### config.mk
export PLATFORM = sky130hd
export DESIGN_NAME = router_dst_port_n
export DESIGN_NICKNAME = d
export VERILOG_FILES = /design/src/rtl/router_dst_port_n.sv
export SDC_FILE = /design/constraint.sdc
export NUM_CORES = 1
export LEC_CHECK = 0
export CAP_MARGIN = 20
export CORE_MARGIN = 5
export CORE_UTILIZATION = 38
export DETAILED_ROUTE_END_ITERATION = 10
export SYNTH_ARGS = -nofsm -noshare
export SYNTH_HDL_FRONTEND = slang
export SYNTH_SLANG_ARGS = --single-unit
export TNS_END_PERCENT = 30
### constraint.sdc
create_clock -name clock -period 3.6 [get_ports clock]
set_clock_uncertainty 0.1 [all_clocks]
set_input_delay 0.72 -clock clock [delete_from_list [all_inputs] [get_ports clock]]
set_output_delay 0.72 -clock clock [all_outputs]
set_load 0.01 [all_outputs]
### src/rtl/router_dst_port_n.sv
// N-channel destination-side output buffer: per-channel FIFO, registered read
// port and a read-timeout flush that raises a one-cycle soft_reset pulse.
module router_dst_port_n #(
    parameter int WIDTH   = 8,
    parameter int DEPTH   = 16,
    parameter int NUM_CH  = 3,
    parameter int TIMEOUT = 30
) (
    input  logic                      clock,
    input  logic                      reset,
    input  logic [WIDTH-1:0]          data_in,
    input  logic [NUM_CH-1:0]         write_enb,
    input  logic [NUM_CH-1:0]         read_enb,
    output logic [NUM_CH*WIDTH-1:0]   data_out,
    output logic [NUM_CH-1:0]         valid_out,
    output logic [NUM_CH-1:0]         full,
    output logic [NUM_CH-1:0]         empty,
    output logic [NUM_CH-1:0]         soft_reset
);

    localparam int AW = $clog2(DEPTH);
    localparam int PW = AW + 1;
    localparam int CW = $clog2(TIMEOUT + 1);

    localparam logic [CW-1:0] TMO_LAST = CW'(TIMEOUT - 1);

    for (genvar ch = 0; ch < NUM_CH; ch++) begin : g_ch
        logic [PW-1:0]    wr_ptr;
        logic [PW-1:0]    rd_ptr;
        logic [CW-1:0]    tmo_cnt;
        logic [WIDTH-1:0] rd_data;
        logic             sr_pulse;
        logic [WIDTH-1:0] mem [DEPTH];

        logic ch_empty;
        logic ch_full;
        logic hold_clear;
        logic flush;
        logic do_write;
        logic do_read;

        // The extra pointer MSB tells a full FIFO apart from an empty one.
        assign ch_empty   = (wr_ptr == rd_ptr);
        assign ch_full    = (wr_ptr[AW-1:0] == rd_ptr[AW-1:0]) && (wr_ptr[AW] != rd_ptr[AW]);
        assign hold_clear = ch_empty | read_enb[ch];
        assign flush      = !hold_clear && (tmo_cnt == TMO_LAST);
        assign do_write   = write_enb[ch] & ~ch_full & ~flush;
        assign do_read    = read_enb[ch] & ~ch_empty;

        // NOTE: storage array has no reset; every read is gated by empty, so
        // unwritten words are never observed and the array stays plain RAM.
        always_ff @(posedge clock) begin
            if (do_write)
                mem[wr_ptr[AW-1:0]] <= data_in;
        end

        // NOTE: all state updates use non-blocking assignment so every
        // register samples pre-edge values regardless of statement order.
        always_ff @(posedge clock or posedge reset) begin
            if (reset) begin
                wr_ptr <= '0;
                rd_ptr <= '0;
            end else begin
                if (do_write)
                    wr_ptr <= wr_ptr + PW'(1);
                if (flush)
                    rd_ptr <= wr_ptr;
                else if (do_read)
                    rd_ptr <= rd_ptr + PW'(1);
            end
        end

        always_ff @(posedge clock or posedge reset) begin
            if (reset)
                tmo_cnt <= '0;
            else if (hold_clear || flush)
                tmo_cnt <= '0;
            else
                tmo_cnt <= tmo_cnt + CW'(1);
        end

        // Read data is held across empty reads and across a flush.
        always_ff @(posedge clock or posedge reset) begin
            if (reset) begin
                rd_data  <= '0;
                sr_pulse <= 1'b0;
            end else begin
                sr_pulse <= flush;
                if (do_read)
                    rd_data <= mem[rd_ptr[AW-1:0]];
            end
        end

        assign data_out[ch*WIDTH +: WIDTH] = rd_data;
        assign empty[ch]      = ch_empty;
        assign full[ch]       = ch_full;
        assign valid_out[ch]  = ~ch_empty;
        assign soft_reset[ch] = sr_pulse;
    end

endmodule

After elaboration in Yosys (flattened, before gate mapping)
Memory sizes are Yosys's and may differ from the RTL's. A register that Yosys moved wholly into a read port is not among the register bits.
Cells that the tools add are included.

word-level totals
  output and inout bits = 36
  logic and storage cells = 87
  register bits after elaboration = 48
  memories kept = 3
  bits in writable memories = 384
  input port bits = 16

operators by class
  mux-type cells = 15
  bitwise logic cells = 21
  add/sub/neg operators = 9
  reduce and logical (&&, ||, !) cells = 15
  equality and inequality tests = 12

memories
  name         depth  width  rd ports  clocked after Yosys merged registers in  wr ports  RTL line  source
  g_ch[0].mem  16     8      1         1                                        1         33        logic [WIDTH-1:0] mem [DEPTH];
  g_ch[1].mem  16     8      1         1                                        1         33
  g_ch[2].mem  16     8      1         1                                        1         33

operators by type and width
  kind                                         number
  adder 5 x 1 -> 5 bit, second input constant  9
  2-to-1 mux 5 bit                             9
  equality test 5 bit                          3
  equality test 5 bit, second input constant   3
  equality test 4 bit                          3
  AND 1 bit                                    9
  inverter 1 bit                               9
  logical AND 1 bit                            6
  2-to-1 mux 1 bit                             6
  nonzero test 2 bit                           3
  logical NOT 1 bit                            3
  logical OR 1 bit                             3
  inequality test 1 bit                        3
  OR 1 bit                                     3

Depth between registers and ports, before layout
  depth after elaboration = 8
  mapped depth = 8
  depth with buffers taken out = 7

Least setup slack after synthesis
Ideal clock, no wire load.

  kind = flip-flop to flip-flop
  start = register g_ch[0].wr_ptr[1]
  end = memory g_ch[0].mem[5][0], enable pin
  stages on the path, launching flop included = 6
  setup slack = 0.796 ns
  library setup time = 0.385 ns
  arrival time = 2.319 ns
  period minus slack after synthesis = 2.804 ns
  buffers on the path = 0
  data required time = 3.115 ns
  cells stage by stage = dfrtp_1 -> xor2_1 -> nor4_4 -> mux2i_2 -> nand2_1 -> nor3b_1

on the way
  cells in the longest elaborated chain, start to end = 8
  elaborated cells between the ends (all ways) = 12
  classes of those cells = 2 x eq/ne; 2 x mux; 5 x bitwise; 3 x reduce/logical

RTL lines
  what                                    RTL line  source
  start, declared                         28        logic [PW-1:0] wr_ptr;
  start signal, assigned                  65        wr_ptr <= wr_ptr + PW'(1);
  equality test 5 bit                     43        assign ch_empty = (wr_ptr == rd_ptr);
  OR 1 bit                                45        assign hold_clear = ch_empty | read_enb[ch];
  logical NOT 1 bit                       46        assign flush = !hold_clear && (tmo_cnt == TMO_LAST);
  logical AND 1 bit                       46
  inverter 1 bit                          47        assign do_write = write_enb[ch] & ~ch_full & ~flush;
  AND 1 bit                               47
  2-to-1 mux 1 bit                        53        if (do_write)
  2-to-1 mux 1 bit (not written as such)  54        mem[wr_ptr[AW-1:0]] <= data_in;
  end, declared                           33

Several ways; a longest one is shown, not always the timed one.

Worst setup path after layout
  start = register g_ch[1].wr_ptr[3]
  end = output port valid_out[1]

on the way
  cells in the longest elaborated chain, start to end = 2

RTL lines
  what                    RTL line  source
  start, declared         28
  start signal, assigned  65
  equality test 5 bit     43
  inverter 1 bit          97        assign valid_out[ch] = ~ch_empty;
  end, declared           15        output logic [NUM_CH-1:0] valid_out,

Every way passes these cells.

==> impl_results.md <==
- Run status: complete, no violations
- Setup repair bufs after CTS: 0
- Seq/Total Area, Yosys: 71.0%
- Post-Syn Instances: roughly 1,100
- Reg2reg path depth: 7
- Critical Path AT: between 2000 and 3000 ps
- # rows: 81
- Leakage power: 0.00738 uW
- Most used standard cell by instance count after synthesis: edfxtp_1
- Sink Count: 456
- Critical path cell sequence: xnor2_1 -> nand4_1 -> nor2_2 -> inv_1 -> clkdlybuf4s50_1
- Setup TNS: 0 ps
- Die area: 0.0540 mm^2
- Hold-fix buffers at CTS: 0
- Clock transition at the registers of the reported paths: about 60 ps
- Placer Congestion: 0.810
- Synth warn: 0
- Most area-consuming cells after synthesis: edfxtp_1, dfrtp_1, mux4_2
- Via Count: 9,702
- Pre-antenna DRT Iters: 4
- ANT nets after route: 0
- Initial Util: 38.4%
- Cell accounting for the most synthesized area: edfxtp_1
- Worst rel slew slack: roughly a third
- Worst hold margin: 332 ps
- Max Fclk: about 300 MHz
- Syn nets: 1,137
- Final setup viols: 0
- Ant diodes: 0
- CTS tree: built
- Dpl hpwl: around 25,000 um
- H-tree Lvls: 2
- Core ar.: 0.0490 mm^2
- Critical Path Start Type: flop
- CP max stage cell: dfrtp_1
- Post-CTS sizing: 0
- Final Hold Viols: 0
- Clk_lat worst skew: 580 ps
- Dominant synthesized flop cell: edfxtp_1
- Cts bufs inserted: 48
- Critical path capture point type: output port
- Final Power: 17,200 uW
- Yosys reg bits: 456
- Drt wl/cell: 20.8 um
- Max Slew Vio Count: 0
- Post-layout minimum cycle time: 3420 ps
- Clk buf depth: 3
- Unrepaired setup endpoints after global routing: false
- Worst hold path type: input port to async pin
- Power Dens Cells: about 800 mW/mm^2
- Dpl cells: ~1,800
- Non-filler cells, final: roughly 1,900
- DP Area: 0.0201 mm^2
- Mapped Area: between 0.015 and 0.02 mm^2
- GRT overflow: 0
- Worst Path Required: 2780 ps
- Post-Layout Inst Area: 0.0217 mm^2
- Final Cycle Share: between 90% and 100%
- Max cap viols: 0
- Port bufs: between 50 and 60
- Starting DRT DRC Count: between 600 and 700
- Slew @ Worst Pin: 1000 ps
- Die width: 232 um
- Maximum vdd drop: 0.556 mV
- Post-route DRC: 0
- Ports: 52
- Largest stage delay on the critical path: 560 ps
- Most frequent cells after synthesis: edfxtp_1, dfrtp_1, mux4_2
- Share of cells above drive strength 1: 19.8%
- Area share of the largest cell type after synthesis: 61.4%
- Largest net degree at the start of global routing: 54
- Vias in the first global route: roughly 9,900
- Global Route Usage Sum: 14.7%
- DR vias/cell: just over 5
- Final nets: 1,230
- Post-synth EDFFs: 384
- Ys async rst share: 15.8%
- Post-synthesis cell type count: 49
- CTS root buf: clkbuf_16
- Mean post-synth cell area: approximately 17 um^2
- CP Class: flop to output port
- Crit-path max FO: 10
- Final wirelength: 39,400 um
- Die Ht: around 230 um
- Area grow syn2layout: 15.7%
- First-pass GRT wire length: 61,200 um
- Initial antenna violation count: 0
## placed cells by master (no fill, tap or decap), types with 5 or more instances in the layout
master           netlist  routed
clkinv_2               0       5
clkinv_1               0      10
a2111oi_0             24      24
ha_1                  21      21
dfrtp_2                0       6
bufinv_16              0       6
clkdlybuf4s50_1        0      43
a211oi_1              24      24
clkbuf_1              17      10
nand4_1               15      15
nor2_1                66      65
xnor2_1               20      20
nand3_1               10      10
and3_1                 6       6
a21oi_1               68      68
mux4_2                72      72
nor3b_1                9       9
mux2_2                25      25
o21ai_0               13      13
mux2i_1               27      27
clkbuf_16              0      48
edfxtp_1             384     384
dfrtp_1               72      66
buf_2                 21       8
buf_4                 19      54
nor3_1                 5       5
nand2b_1               7       7
inv_1                 24      23
nand2_1               21      21
and2_1                21      20
nor2b_1               52      52
o22ai_1                5       5
xor2_1                17      17
## worst paths after layout
kind	start	endpoint	slack, ps
min	reset	g_ch[1].wr_ptr[2]	330
max in group asynchronous	reset	g_ch[1].rd_ptr[2]	2400
max reg2reg	g_ch[2].wr_ptr[1]	g_ch[2].mem[3][5]	730
min reg2reg	g_ch[2].tmo_cnt[0]	g_ch[2].tmo_cnt[0]	390
min in group clock	g_ch[2].tmo_cnt[0]	g_ch[2].tmo_cnt[0]	390
max	g_ch[1].wr_ptr[3]	valid_out[1]	180
## power breakdown
part	internal (uW)	leakage [uW]	total, uW	switching, uW
logic	2360	0.00230	5340	2980
registers	6570	0.00433	6970	403
clock network	2910	0.000757	4920	2010
## state kept, by name, summed over array words and instances, names as in the netlist
register,cells
g_ch.mem,384
g_ch.rd_data,24
g_ch.rd_ptr,15
g_ch.sr_pulse,3
g_ch.tmo_cnt,15
g_ch.wr_ptr,15
## kinds of logic (layout without fill, tap and decap cells)
logic type,Yosys count,in the layout,synth area share (%)
flip-flops,456,456,71.0
AND/OR/NAND/NOR,222,222,6.44
AO/OA/AOI/OAI,150,150,5.11
multiplexers,126,126,11.8
buffers and inverters,88,217,2.53
XOR/XNOR,37,37,1.73
adder cells (fa/ha/maj),21,21,1.40
## area by class of cell
cell class,count,area [um^2]
sequential,456,13300
fill,4220,27200
multi-input combinational,556,4970
tap,664,831
clock buffer,59,1250
inverter,24,91.3
timing repair buffer,107,916
clock inverter,27,315
## critical path: cells and delay by family, from the launching register on
family                    cells  cell delay (ps)
and+or+nand+nor               2              580
DFF                           1              560
buffers and inverters         2              690
xor gates and xnor gates      1              190
## through the flow
| stage | worst slack [ps] | utilization [%] |
|---|---|---|
| after global routing | 41.4 | 44.4 |
| after floorplan | 796 | - |
| after global placement | 527 | 41.1 |
| final | 182 | 44.4 |
| after detailed placement | 486 | 41.1 |
| after CTS | 81.9 | 44.3 |
## per-layer routing
| layer | track usage [%] | up-vias | share of wire [%] |
|---|---|---|---|
| met5 | 0 | - | 0 |
| met4 | 3.67 | 0 | 1.6 |
| met3 | 2.51 | 45 | 4.6 |
| met2 | 23.5 | 217 | 48 |
| met1 | 21.2 | 4968 | 46 |
| li1 | - | 4472 | - |
Power figures use the tool's default switching activity.
